**src/rtl/mul_div_unit.sv**
```systemverilog
// Iterative RV32M multiply/divide: one shift-add or restoring-divide step per cycle,
// sign fix-up in a final cycle, fixed 33-cycle latency from accept to VALID.
//
// state | meaning
// IDLE  | waiting for an M-extension START
// CALC  | 32 unsigned iterations on operand magnitudes
// FIX   | sign correction, special cases, RESULT/RD_OUT update
// DONE  | VALID strobe; may accept the next op in this cycle
module mul_div_unit #(
    parameter int WIDTH      = 32,
    parameter int ITERATIONS = 32
) (
    input  logic             CLK,
    input  logic             RESET,
    input  logic             START,
    input  logic             FLUSH,
    input  logic [4:0]       ALUOP,
    input  logic [WIDTH-1:0] DATA1,
    input  logic [WIDTH-1:0] DATA2,
    input  logic [4:0]       RD_IN,
    output logic             BUSY,
    output logic             VALID,
    output logic [WIDTH-1:0] RESULT,
    output logic [4:0]       RD_OUT
);
    localparam int W  = WIDTH;
    localparam int CW = $clog2(ITERATIONS);
    localparam logic [W-1:0] MIN_NEG = {1'b1, {(W-1){1'b0}}};

    typedef enum logic [1:0] {IDLE, CALC, FIX, DONE} state_t;

    state_t        state_q;
    logic [CW-1:0] cnt_q;
    logic [2:0]    op_q;
    logic [4:0]    rd_q, rd_out_q;
    logic [W-1:0]  opa_q, result_q;
    logic [2*W-1:0] prod_q;
    logic          neg_q, dz_q, ovf_q, busy_q, valid_q;

    logic          accept;
    logic [2:0]    op_in;
    logic          s1, s2;
    logic [W-1:0]  abs1, abs2, opa_in, lo_in;
    logic          neg_in, dz_in, ovf_in;
    logic          unused_aluop;

    assign unused_aluop = ALUOP[1];
    assign accept = START & ALUOP[0] & ~FLUSH;
    assign op_in  = ALUOP[4:2];
    assign s1     = DATA1[W-1];
    assign s2     = DATA2[W-1];
    assign abs1   = s1 ? -DATA1 : DATA1;
    assign abs2   = s2 ? -DATA2 : DATA2;
    assign dz_in  = (DATA2 == '0);
    assign ovf_in = (DATA1 == MIN_NEG) && (&DATA2);

    // Multiplies load multiplicand into opa and multiplier into the low half;
    // divides load divisor into opa and dividend into the low half.
    always_comb begin
        opa_in = DATA1;
        lo_in  = DATA2;
        neg_in = 1'b0;
        unique case (op_in)
            3'b000: begin opa_in = DATA1; lo_in = DATA2; neg_in = 1'b0;    end
            3'b001: begin opa_in = abs1;  lo_in = abs2;  neg_in = s1 ^ s2; end
            3'b010: begin opa_in = abs1;  lo_in = DATA2; neg_in = s1;      end
            3'b011: begin opa_in = DATA1; lo_in = DATA2; neg_in = 1'b0;    end
            3'b100: begin opa_in = abs2;  lo_in = abs1;  neg_in = s1 ^ s2; end
            3'b101: begin opa_in = DATA2; lo_in = DATA1; neg_in = 1'b0;    end
            3'b110: begin opa_in = abs2;  lo_in = abs1;  neg_in = s1;      end
            default: begin opa_in = DATA2; lo_in = DATA1; neg_in = 1'b0;   end
        endcase
    end

    logic [W:0]     sum, shifted;
    logic [W-1:0]   diff, new_rem;
    logic           ge;
    logic [2*W-1:0] step_mul, step_div, prod_fix;
    logic [W-1:0]   quo, rem, fix_res;

    always_comb begin
        sum      = {1'b0, prod_q[2*W-1:W]} + (prod_q[0] ? {1'b0, opa_q} : '0);
        step_mul = {sum, prod_q[W-1:1]};
        shifted  = prod_q[2*W-1:W-1];
        ge       = (shifted >= {1'b0, opa_q});
        diff     = shifted[W-1:0] - opa_q;
        new_rem  = ge ? diff : shifted[W-1:0];
        step_div = {new_rem, prod_q[W-2:0], ge};
    end

    always_comb begin
        prod_fix = neg_q ? -prod_q : prod_q;
        quo      = prod_q[W-1:0];
        rem      = prod_q[2*W-1:W];
        fix_res  = '0;
        unique case (op_q)
            3'b000:                 fix_res = prod_fix[W-1:0];
            3'b001, 3'b010, 3'b011: fix_res = prod_fix[2*W-1:W];
            3'b100: fix_res = dz_q ? '1 : ovf_q ? MIN_NEG : (neg_q ? -quo : quo);
            3'b101: fix_res = dz_q ? '1 : quo;
            3'b110: fix_res = ovf_q ? '0 : (neg_q ? -rem : rem);
            default: fix_res = rem;
        endcase
    end

    always_ff @(posedge CLK or negedge RESET) begin
        if (!RESET) begin
            state_q  <= IDLE;
            cnt_q    <= '0;
            op_q     <= '0;
            rd_q     <= '0;
            rd_out_q <= '0;
            opa_q    <= '0;
            result_q <= '0;
            prod_q   <= '0;
            neg_q    <= 1'b0;
            dz_q     <= 1'b0;
            ovf_q    <= 1'b0;
            busy_q   <= 1'b0;
            valid_q  <= 1'b0;
        end else begin
            valid_q <= 1'b0;
            unique case (state_q)
                IDLE, DONE: begin
                    if (accept) begin
                        op_q    <= op_in;
                        rd_q    <= RD_IN;
                        opa_q   <= opa_in;
                        prod_q  <= {{W{1'b0}}, lo_in};
                        neg_q   <= neg_in;
                        dz_q    <= dz_in;
                        ovf_q   <= ovf_in;
                        cnt_q   <= '0;
                        busy_q  <= 1'b1;
                        state_q <= CALC;
                    end else begin
                        state_q <= IDLE;
                    end
                end
                CALC: begin
                    if (FLUSH) begin
                        busy_q  <= 1'b0;
                        state_q <= IDLE;
                    end else begin
                        prod_q <= op_q[2] ? step_div : step_mul;
                        cnt_q  <= cnt_q + 1'b1;
                        if (cnt_q == CW'(ITERATIONS - 1)) state_q <= FIX;
                    end
                end
                default: begin
                    busy_q <= 1'b0;
                    if (FLUSH) begin
                        state_q <= IDLE;
                    end else begin
                        result_q <= fix_res;
                        rd_out_q <= rd_q;
                        valid_q  <= 1'b1;
                        state_q  <= DONE;
                    end
                end
            endcase
        end
    end

    assign BUSY   = busy_q;
    assign VALID  = valid_q;
    assign RESULT = result_q;
    assign RD_OUT = rd_out_q;
endmodule

```
**config.mk**
```make
export PLATFORM = sky130hd
export DESIGN_NAME = mul_div_unit
export DESIGN_NICKNAME = d
export VERILOG_FILES = /design/src/rtl/mul_div_unit.sv
export SDC_FILE = /design/constraint.sdc
export NUM_CORES = 1
export LEC_CHECK = 0
export BUFFER_PORTS_ARGS = -buffer_cell sky130_fd_sc_hd__buf_2
export CAP_MARGIN = 30
export CORE_UTILIZATION = 55
export DETAILED_ROUTE_END_ITERATION = 10
export HOLD_SLACK_MARGIN = 0.08
export PLACE_DENSITY = 0.81
export SKIP_LAST_GASP = 1
export SLEW_MARGIN = 10
export SYNTH_ARGS = -nofsm -noshare
export SYNTH_HDL_FRONTEND = slang
export SYNTH_SLANG_ARGS = --single-unit
```
**constraint.sdc**
```tcl
create_clock -name CLK -period 8.6 [get_ports CLK]
set_clock_uncertainty 0.1 [all_clocks]
set_input_delay 1.29 -clock CLK [delete_from_list [all_inputs] [get_ports CLK]]
set_output_delay 1.29 -clock CLK [all_outputs]
set_load 0.01 [all_outputs]
```
### Word level (Yosys, flattened, before mapping)

Cells that the tools add are included.

| word-level totals | value |
|---|---|
| input port bits | 78 |
| output and inout port bits | 39 |
| bits in writable memories | 0 |
| logic and storage cells | 98 |
| flip-flop bits (word level) | 153 |
| memories | 0 |
| ROM bits | 0 |
| bits in latches | 0 |

| operators by class | value |
|---|---|
| shifts and indexed selects | 0 |
| bitwise gates (word level) | 5 |
| muxes and demuxes | 32 |
| add/sub/neg operators | 8 |
| reduce and logical (&&, ||, !) cells | 20 |
| divide/modulo/power cells | 0 |
| magnitude comparators | 1 |
| equality and inequality tests | 19 |
| $mul | 0 |

Operators with widths:

| cell | count |
|---|---|
| 32-bit 2-to-1 mux | 10 |
| 64-bit 2-to-1 mux | 4 |
| 32-bit case mux with 3 select lines | 2 |
| 32-bit case mux with 5 select lines | 1 |
| 32-bit negator | 4 |
| 64-bit case mux with 2 select lines | 1 |
| 64-bit negator | 1 |
| 32-bit by 32-bit adder with 33-bit output | 1 |
| 33-bit by 32-bit >= comparator with 1-bit output | 1 |
| 32-bit == test (second input constant) | 1 |
| 32-bit logical NOT | 1 |
| 32-bit AND reduction | 1 |
| 32-bit subtractor | 1 |
| 3-bit == test (second input constant) | 5 |
| 3-bit by 2-bit == test with 1-bit output (second input constant) | 4 |
| 2-bit OR reduction | 6 |
| 5-bit 2-to-1 mux | 2 |
| 5-bit case mux with 2 select lines | 1 |
| 3-bit OR reduction | 3 |
| 3-bit by 1-bit == test with 1-bit output (second input constant) | 2 |
| 3-bit logical NOT | 2 |
| 2-bit 2-to-1 mux | 3 |
| 2-bit inequality test (second input constant) | 3 |
| 2-bit AND reduction | 3 |
| 15 further kinds | 22 |

### Longest topological paths before layout

| depth | value |
|---|---|
| depth after elaboration | 5 |
| mapped depth | 14 |
| mapped depth without buffers | 12 |

### Worst setup path before layout

Ideal clock, no wire load.

| timing | value |
|---|---|
| path type | input to register |
| from | input DATA1[3] |
| to | register prod_q[31] |
| setup time | 87 ps |
| buffers on the path | 1 |
| path slack | 4891 ps |
| arrival time | 3523 ps |
| stages on the path | 8 |
| data required time | 8413 ps |
| cells stage by stage | clkbuf_1 > nor4_1 > nand3_1 > or4b_2 > nor3_1 > o21ai_0 > a221o_1 > o211ai_1 |

| on the way | value |
|---|---|
| word-level cells in the longest chain between the ends | 5 |

Ends and longest elaborated chain:

| element | RTL line | source |
|---|---|---|
| from (decl) | 18 | `input logic [WIDTH-1:0] DATA1,` |
| 32-bit negator | 52 | `assign abs1 = s1 ? -DATA1 : DATA1;` |
| 32-bit 2-to-1 mux | 52 |  |
| 32-bit case mux with 3 select lines | 63 | `unique case (op_in)` |
| 64-bit 2-to-1 mux | 125 | `if (accept) begin` |
| 64-bit case mux with 2 select lines | 123 | `unique case (state_q)` |
| to (signal assigned) | 129 | `prod_q <= {{W{1'b0}}, lo_in};` |
| to (signal assigned) | 145 | `prod_q <= op_q[2] ? step_div : step_mul;` |
| to (decl) | 37 | `logic [2*W-1:0] prod_q;` |

Every way passes these cells. The select of a mux whose other input is x is not followed.
A chain may end at the register's enable or synchronous reset.

### Worst setup path after layout

| timing | value |
|---|---|
| from | register prod_q[32] |
| to | register prod_q[61] |

| on the way | value |
|---|---|
| word-level cells in the longest chain between the ends | 5 |
| elaborated cells on any way between the ends | 7 |
| classes of those cells | add/sub: 2; order compare: 1; mux: 4 |

Ends and longest elaborated chain:

| element | RTL line | source |
|---|---|---|
| 32-bit subtractor or 33-bit by 32-bit >= comparator with 1-bit output (tied branches) | 86, 85 |  |
| 32-bit 2-to-1 mux | 87 | `new_rem = ge ? diff : shifted[W-1:0];` |
| 64-bit 2-to-1 mux * | 145 |  |
| 64-bit 2-to-1 mux * | 141 | `if (FLUSH) begin` |
| 64-bit case mux with 2 select lines * | 123 |  |

Mark *: on every way between the ends. The rest lies on a longest branch, timed or not. The select of a mux whose other input is x is not followed.

==> qor.yml <==
placement:
  cells_after_dpl: 2719
  hpwl_after_detailed_placement_um: 48700
  port_buffers: 115
  finalWeightedCongestion: 1.04
  dpl_worst_slack_ns: 4.21
sta:
  maxSlewHeadroom: 0.329
  clock.fmax_ghz: 0.228
  finalHoldViolCount: 0
  layout_worst_path_cycle_share: 0.510
  drv_slew: 0
  unrepaired_setup_endpoints_after_global_routing: "no"
  worst_margin_slew_ns: 0.994
  finalWorstSetupSlack_ns: 4.22
  setup_tns_ns: 0
  setup_viol: 0
  fin_hold_ws_ns: 0.370
  post-route-min-period_ns: 4.38
floorplanning:
  placeable_area_mm2: 0.0300
  fp-row-count: 63
  die_h_um: 178
  initial_util: 0.566
  die_width_um: 178
  die-area_mm2: 0.0316
  pin_count: 117
status:
  outcome: "finished, final reports clean"
critical_path:
  critPathSlowestCell: "sky130_fd_sc_hd__dfrtp_1"
  critical_path.cell_chain: "ha_1, nor2b_1, o31a_1, o31ai_1, and3_1, o211a_1, buf_4, nor2_1, a222oi_1, o211ai_1"
  worstRegToRegCells: 10
  required_ns: 8.82
  cp_max_fo: 26
  crit-reg2reg-launch: "prod_q[32]"
  r2r_end: "prod_q[61]"
  timing_worst_setup_path_type: "reg2reg"
  worst_ep_arrival_time_ns: 4.60
  crit_family: "compound AO/OA/AOI/OAI gates"
  worst_setup_path_end_kind: "flop"
  max_stage_delay_ns: 0.71
  r2r_setup_slack_ns: 4.22
  cp-start-kind: "flop"
  critical_path.n_buffers_inverters: 1
global_routing:
  grt.overflow.total: 0
  initial_antenna_violation_count: 2
  number_of_global_route_vias_before_repair: 16900
  gr-usage-all-layers: 0.413
  grt_first_pass_wirelength_um: 98900
  grt_max_degree: 83
yosys:
  postSynth.topFlopCell: "sky130_fd_sc_hd__dfrtp_1"
  syn-num-nets: 2530
  post_synth_instance_area_mm2: 0.0170
  netlist_top_cells_area: "sky130_fd_sc_hd__dfrtp_1, sky130_fd_sc_hd__o21ai_0, sky130_fd_sc_hd__nand2_1"
  seq_area_frac_synth: 0.225
  syn-instance-count: 2376
  synthesized_area_per_cell_um2: 7.15
  synthDominantCellAreaShare: 0.225
  synth-edff-count: 0
  synth.distinct_cells: 77
  ys.warnings.count: 0
  synthDominantAreaCellType: "sky130_fd_sc_hd__dfrtp_1"
  async_s_r_ff_share_synth: 1.00
  yosys_register_bits: 153
drt:
  num_vias: 18700
  detailroute.wirelength.met2_um: 27600
  drt_wl_total_um: 65300
  ant_nets: 0
  m1WireLength_um: 26700
  drc: 0
  routed_via_density: 6.79
  initialDrtViolationCount: 2297
  drt_first_pass_iters: 7
  post_drt_wl_per_cell_um: 23.7
  highest_layer: "met5"
  met3RoutedLength_um: 7020
cts:
  cts_made_buffers: 17
  clock_sink_count: 153
  insertion_delay_ns: 0.46
  ctsHtreeMaxLevel: 4
  path_clk_slew_ns: 0.07
  cts.root.buffer_cell: "sky130_fd_sc_hd__clkbuf_16"
  post_cts_buffers: 0
  max-clock-path-buffers: 2
  cts_resized: 0
  postCtsHoldBufs: 0
  cts_tree: "done"
min_path:
  min_delay_path_depth: 2
  holdCritPathClass: "reg2reg"
  whs_endpoint: "RD_OUT[0]"
  hold_start: "rd_q[0]"
layout:
  postLayoutCoreUtil: 0.609
  drive_gt1_frac: 0.100
  antenna_cells: 0
  areaGrowthSynthToFinish_pct: 7.58
  non_filler_instance_count_after_layout: 2754
  finalNetCount: 2505
power_and_ir_drop:
  leakagePower_nw: 7.98
  ir_drop_uv: 225
  power_density_mw_per_mm2: 375
flow_run:
  max-cap-violations: 0
## per-stage QoR
stage | area [um2] | total power (W)
global placement | 17600 | 0.00579
global route | 18300 | 0.00728
finish | 18300 | 0.00685
CTS | 18200 | 0.00667
floorplan | 17000 | 0.00453
detailed placement | 17600 | 0.00587
## cell usage after synthesis, types with 15 or more instances
master / instances
sky130_fd_sc_hd__dfrtp_1: 153
sky130_fd_sc_hd__a21oi_1: 175
sky130_fd_sc_hd__o211ai_1: 50
sky130_fd_sc_hd__mux2i_1: 41
sky130_fd_sc_hd__or3_1: 39
sky130_fd_sc_hd__nor3_1: 65
sky130_fd_sc_hd__o41ai_1: 20
sky130_fd_sc_hd__xor2_1: 95
sky130_fd_sc_hd__clkbuf_1: 171
sky130_fd_sc_hd__nand4_1: 33
sky130_fd_sc_hd__nand2_1: 300
sky130_fd_sc_hd__buf_1: 20
sky130_fd_sc_hd__o21ai_0: 228
sky130_fd_sc_hd__ha_1: 74
sky130_fd_sc_hd__a211oi_1: 22
sky130_fd_sc_hd__o22ai_1: 15
sky130_fd_sc_hd__nor4_1: 28
sky130_fd_sc_hd__o221ai_1: 15
sky130_fd_sc_hd__o21a_1: 19
sky130_fd_sc_hd__nand2b_1: 26
sky130_fd_sc_hd__xnor2_1: 96
sky130_fd_sc_hd__mux2_2: 18
sky130_fd_sc_hd__a21o_1: 32
sky130_fd_sc_hd__nor2_1: 209
sky130_fd_sc_hd__nor2b_1: 15
sky130_fd_sc_hd__nand3_1: 65
sky130_fd_sc_hd__a31oi_1: 21
sky130_fd_sc_hd__o31ai_1: 38
sky130_fd_sc_hd__inv_1: 79
sky130_fd_sc_hd__and3_1: 28
## layout make-up
type                    count  area [um2]
clock inverters            15         179
multi-input cells        1950       12200
flip-flops and latches    153        3830
repair buffers            149         896
fillers                  2831       11700
inverters                  80         300
well taps                 390         488
clock buffers              17         425
## worst min-delay path, delay by kind of cell, from the launching register on
family	cells	cell delay, ns
AND/OR/NAND/NOR	2	0.10
flip-flops	1	0.34
## cell families (layout without fill, tap and decap cells)
group                    count (synthesis)  in the layout  share of synthesized area
AO/OA/AOI/OAI                          748            748                      0.280
XOR/XNOR                               191            191                     0.0984
adder cells (fa/ha/maj)                 76             76                     0.0568
buffers and inverters                  273            261                     0.0604
flip-flops                             153            153                      0.225
multiplexers                            59             59                     0.0361
AND/OR/NAND/NOR                        876            876                      0.243
## cells in the final DEF, fill, tap and decap left out, types with 17 or more instances in the layout
master / instances
sky130_fd_sc_hd__and3_1: 28
sky130_fd_sc_hd__nor2_1: 206
sky130_fd_sc_hd__a31oi_1: 21
sky130_fd_sc_hd__xnor2_1: 96
sky130_fd_sc_hd__nand3_1: 65
sky130_fd_sc_hd__mux2i_1: 41
sky130_fd_sc_hd__nand2b_1: 25
sky130_fd_sc_hd__mux2_2: 18
sky130_fd_sc_hd__o21a_1: 19
sky130_fd_sc_hd__buf_4: 29
sky130_fd_sc_hd__buf_2: 114
sky130_fd_sc_hd__nand2_1: 300
sky130_fd_sc_hd__o21ai_0: 228
sky130_fd_sc_hd__a21oi_1: 175
sky130_fd_sc_hd__ha_1: 74
sky130_fd_sc_hd__clkbuf_16: 17
sky130_fd_sc_hd__dfrtp_1: 151
sky130_fd_sc_hd__or3_1: 39
sky130_fd_sc_hd__nor3_1: 65
sky130_fd_sc_hd__a211oi_1: 21
sky130_fd_sc_hd__o211ai_1: 50
sky130_fd_sc_hd__a21o_1: 32
sky130_fd_sc_hd__nand4_1: 33
sky130_fd_sc_hd__o31ai_1: 38
sky130_fd_sc_hd__nor4_1: 28
sky130_fd_sc_hd__xor2_1: 95
sky130_fd_sc_hd__inv_1: 79
sky130_fd_sc_hd__o41ai_1: 20
## state kept, by name (all words and copies together), names as in the netlist
signal	flops
VALID	1
BUSY	1
cnt_q	5
prod_q	64
neg_q	1
dz_q	1
RD_OUT	5
rd_q	5
op_q	3
opa_q	32
state_q	2
RESULT	32
ovf_q	1
## layer usage
layer | track usage | vias up
met5 | 0 | -
met4 | 0.228 | 4
met3 | 0.0835 | 218
met2 | 0.616 | 1219
met1 | 0.555 | 8723
li1 | - | 8546
## worst max path at each step
stage,end,start,cells past startpoint
6_report,prod_q[61],prod_q[32],10
5_1_grt,prod_q[61],prod_q[32],10
4_1_cts,prod_q[61],prod_q[32],10
3_5_place_dp,opa_q[27],DATA1[6],9
3_3_place_gp,opa_q[27],DATA1[6],9
2_1_floorplan,prod_q[31],DATA1[3],8
## where the power goes
part	total, W	internal [W]	switching (W)
sequential	0.00157	0.00102	0.000549
clock	0.000793	0.000417	0.000376
combinational	0.00449	0.00166	0.00283
total	0.00685	0.00310	0.00376
Power figures use the tool's default switching activity.
